## config.mk

```make
export PLATFORM = sky130hd
export DESIGN_NAME = board_renderer
export DESIGN_NICKNAME = d
export VERILOG_FILES = /design/src/rtl/board_renderer.sv
export SDC_FILE = /design/constraint.sdc
export NUM_CORES = 1
export LEC_CHECK = 0
export BUFFER_PORTS_ARGS = -buffer_cell sky130_fd_sc_hd__clkbuf_2
export CAP_MARGIN = 5
export CORE_ASPECT_RATIO = 0.6
export CORE_UTILIZATION = 40
export DETAILED_ROUTE_END_ITERATION = 8
export MAX_ROUTING_LAYER = met4
export PLACE_DENSITY = 0.74
export SYNTH_ARGS = -nofsm -noshare
export SYNTH_HDL_FRONTEND = slang
export SYNTH_SLANG_ARGS = --single-unit
```

## constraint.sdc

```tcl
create_clock -name clk -period 50.4 [get_ports clk]
set_input_delay 10.08 -clock clk [delete_from_list [all_inputs] [get_ports clk]]
set_output_delay 10.08 -clock clk [all_outputs]
set_load 0.005 [all_outputs]
```

## src/rtl/board_renderer.sv

```systemverilog
// Renders the 15x8 playfield plus well walls and floor into 16x16 green/red LED images.
// A back buffer is filled one row per clock and committed to the outputs in a single edge.
module board_renderer #(
   parameter int unsigned BLINK_FRAMES = 8
) (
   input  logic                clk,
   input  logic                reset,
   input  logic                frame_req,
   input  logic [14:0][7:0]    current_board,
   output logic                busy,
   output logic                frame_done,
   output logic [15:0][15:0]   GrnPixels,
   output logic [15:0][15:0]   RedPixels,
   output logic [14:0]         full_rows
);

   localparam logic [7:0] BLINK_LAST = 8'(BLINK_FRAMES - 1);

   typedef enum logic [1:0] {IDLE, RENDER, COMMIT} state_t;

   state_t            state, state_next;
   logic [15:0][7:0]  snap;
   logic              phase;
   logic [3:0]        row;
   logic [7:0]        blink_cnt;
   logic              blink_on;
   logic [15:0][15:0] grn_buf, red_buf;
   logic [15:0]       grn_row, red_row;
   logic [14:0]       snap_full;
   logic              row_blink;

   always_comb begin
      state_next = state;
      case (state)
         IDLE:    if (frame_req) state_next = RENDER;
         RENDER:  if (row == 4'd15) state_next = COMMIT;
         COMMIT:  state_next = IDLE;
         default: state_next = IDLE;
      endcase
   end

   always_comb begin
      snap_full = '0;
      for (int unsigned i = 0; i < 15; i++) begin
         snap_full[i] = (snap[i] == 8'hFF);
      end
   end

   // Snapshot slot 15 is always zero, so indexing by row never leaves the array.
   always_comb begin
      grn_row   = '0;
      red_row   = '0;
      row_blink = (snap[row] == 8'hFF) && phase;
      if (row == 4'd15) begin
         grn_row = 16'b0000011111111110;
      end else begin
         grn_row = {5'b00000, 1'b1, (row_blink ? 8'h00 : snap[row]), 1'b1, 1'b0};
         red_row = {6'b000000, (row_blink ? 8'hFF : 8'h00), 2'b00};
      end
   end

   always_ff @(posedge clk or posedge reset) begin
      if (reset) begin
         state      <= IDLE;
         snap       <= '0;
         phase      <= 1'b0;
         row        <= '0;
         blink_cnt  <= '0;
         blink_on   <= 1'b0;
         grn_buf    <= '0;
         red_buf    <= '0;
         GrnPixels  <= '0;
         RedPixels  <= '0;
         full_rows  <= '0;
         busy       <= 1'b0;
         frame_done <= 1'b0;
      end else begin
         state      <= state_next;
         // busy stays high through the IDLE cycle that carries frame_done.
         busy       <= (state != IDLE) || frame_req;
         frame_done <= (state == COMMIT);
         case (state)
            IDLE: begin
               if (frame_req) begin
                  snap  <= {8'h00, current_board};
                  phase <= blink_on;
                  row   <= '0;
               end
            end
            RENDER: begin
               grn_buf[row] <= grn_row;
               red_buf[row] <= red_row;
               row          <= row + 4'd1;
            end
            COMMIT: begin
               GrnPixels <= grn_buf;
               RedPixels <= red_buf;
               full_rows <= snap_full;
               if (blink_cnt == BLINK_LAST) begin
                  blink_cnt <= '0;
                  blink_on  <= ~blink_on;
               end else begin
                  blink_cnt <= blink_cnt + 8'd1;
               end
            end
            default: ;
         endcase
      end
   end

endmodule
```

==> metrics.yaml <==
synth_top_family_by_area: "simple AND/OR/NAND/NOR gates"
drive_above_1_share_pct: 24.7
routed-via-count: 15400
comb_power_share_pct: 32.5
hold_depth: 2
max_freq_mhz: 78.2
initialDrtViolationCount: 1270
muxShareOfSynthArea_pct: 5.40
hold-path-endpoint: "GrnPixels[41]"
endpoint_kind: "async pin"
cp_top_family: "buffers and inverters"
synth_xor_area_share_pct: 0.323
hold_path.class: "flop to flop"
cp_common_cell: "buf_4"
whs_ns: 0.443
io_pins: 652
fp.dieH_um: 182
synth_top_cell_area_share_pct: 54.6
p_int_uw: 848
gp_congestion: 0.892
cts_buffers: 44
pwr-share-seq_pct: 42.7
multi_input_area_sq_um: 7520
path_class: "input port to async pin"
status: "finished, final reports clean"
p_leak_nw: 13.1
r2r-end: "grn_buf[4]"
fp-row-count: 65
synth_simple_gate_area_share_pct: 19.3
setup_viol: 0
yosys-top-cells-area: "dfrtp_1 55%, nand2_1 16%, buf_4 12%, mux2_2 2.5%, clkbuf_1 1.4%"
r2r_slack_ns: 46.45
fin_crit_sh_pct: 25.4
overflow: 0
synth_area_sq_um: 21700
core_area_sq_um: 53000
ant_nets: 0
viasPerCell: 4.74
maxCapViolCount: 0
instances_no_fill: 3256
die_w_um: 303
yosysTopAreaCell: "dfrtp_1"
slew_viol_final: 0
path_buf_inv: 5
cts_sinks: 473
rsz0062_at_grt: "no"
ys.flop_type: "dfrtp_1"
cts_tree: "done"
dieArea_sq_um: 55200
slew_headroom_pct: 28.1
clkPwrFrac_pct: 24.9
synth_fa_ha_area_share_pct: 0.288
drc: 0
min_from: "grn_buf[41]"
yosysUniqueCellTypes: 54
crit_path_max_incr_delay_ns: 0.83
antenna_found_initial: 3
cp_max_fo: 113
r2r-start: "row[0]"
cts_hold_buf: 0
hold_viol: 0
finalSetupTns_ns: 0
synth_compound_area_share_pct: 5.35
switching_share_pct: 38.3
synth_edf_count: 0
fin_crit_ns: 12.79
power_mw: 1.37
crit_chain: "clkbuf_2 -> inv_8 -> buf_4 -> buf_4 -> buf_4"
dr.pass1.iters: 5
path_clk_slew_ns: 0.07
synth_top_cells_by_count: "915 x nand2_1, 473 x dfrtp_1, 358 x buf_4"
clock_latency_ns: 0.56
grt_pass1_wl_mm: 86.7
grt_start_max_net_pins: 114
drt-wirelength-per-cell_um: 17.7
dpl.hpwl_mm: 39.6
area_growth_pct: 11.1
synth-seq-cells: 473
yosysMostFrequentCell: "nand2_1"
cts_root_buf: "clkbuf_16"
syn_inst: 2261
critPathSlowestCell: "buf_4"
skew_ns: 0.0312
htree_levels: 2
portBuffers: 427
totalWireLength_mm: 57.5
dp.cells: 3175
syn_area_per_cell_sq_um: 9.59
required_ns: 50.95
tightest_slew_ns: 1.08
vdd_drop_max_uv: 61.3
final-seq-area_sq_um: 11800
worstRegToRegCells: 7
first_global_vias: 14100
power_switching_uw: 526
postCtsSetupBuffers: 0
synth_warnings: 0
ctsResizeCount: 0
p_per_area_nw_per_um2: 57.0
track_usage_pct: 21.1
clockBufferDepth: 3
cp-start-kind: "input port"
worstPathArrival_ns: 13.35
fillCellCount: 5099
final_nets: 2646
async_reset_ff_share_pct: 100
initial_utilization_pct: 40.9
yosysSeqAreaShare_pct: 54.6
[state kept, by name, summed over array words and instances, names as in the netlist]
name / cells
GrnPixels: 144
RedPixels: 16
blink_cnt: 8
blink_on: 1
busy: 1
frame_done: 1
full_rows: 15
grn_buf: 144
phase: 1
red_buf: 16
row: 4
snap: 120
state: 2
[routing by layer]
metal / wire [um] / vias up / global-route usage [%]
met5: 0 / - / -
met4: 755 / 0 / 3.30
met3: 4740 / 71 / 5.68
met2: 24000 / 517 / 27.9
met1: 28000 / 7657 / 32.4
li1: - / 7197 / -
[per-stage QoR]
stage	utilization (%)	setup slack (ns)	area, sq um
6_report	45.4	37.61	24100
3_5_place_dp	42.6	36.83	22600
2_1_floorplan	-	27.13	22500
4_1_cts	45.4	37.42	24100
3_3_place_gp	42.6	36.84	22600
5_1_grt	45.4	37.01	24100
[layout make-up]
type,count,area share (%)
Clock inverter,21,0.893
Antenna cell,1,0.0104
Clock buffer,59,5.22
Inverter,16,0.301
Sequential cell,473,49.1
Tap cell,703,3.65
Multi-Input combinational cell,1534,31.2
Timing Repair Buffer,449,9.56
[placed cells by master (no fill, tap or decap), drive strengths merged, types with 24 or more instances in the layout]
master  instances
nor2           24
dfrtp         473
nand2         915
conb          224
mux2           48
nand4          34
o21ai          76
mux2i          26
clkbuf        486
[logic make-up after synthesis]
| family | count (synthesis) |
|---|---|
| mux | 90 |
| compound gates | 163 |
| buf+inv | 477 |
| xor+xnor | 8 |
| fa+ha+maj | 5 |
| flops | 473 |
| simple gates | 1044 |
| other cells | 1 |
[worst max path at each step]
stage | start | endpoint | slack (ns) | cells past startpoint
after floorplan | reset | GrnPixels[100] | 27.13 | 1
after detailed placement | reset | GrnPixels[245] | 36.83 | 5
final | reset | grn_buf[178] | 37.61 | 5
after global routing | reset | grn_buf[10] | 37.01 | 5
after CTS | reset | GrnPixels[245] | 37.42 | 5
after global placement | reset | GrnPixels[245] | 36.84 | 5
[power groups by stage]
stage / Sequential [mW] / Clock, mW / Combinational (mW)
final: 0.586 / 0.342 / 0.446
after global routing: 0.601 / 0.366 / 0.487
after CTS: 0.583 / 0.351 / 0.447
after detailed placement: 0.588 / 0 / 0.445
after global placement: 0.586 / 0 / 0.433
after floorplan: 0.561 / 0 / 0.302
[worst register-to-register path, delay by kind of cell (launching register included)]
| kind | cells | cell delay, ns |
|---|---|---|
| DFF | 1 | 0.44 |
| and+or+nand+nor | 1 | 0.15 |
| buffers and inverters | 1 | 0.60 |
| muxes | 2 | 1.10 |
| AOI/OAI and AO/OA | 3 | 1.56 |
Note: power is estimated with default switching activity, not from simulation.
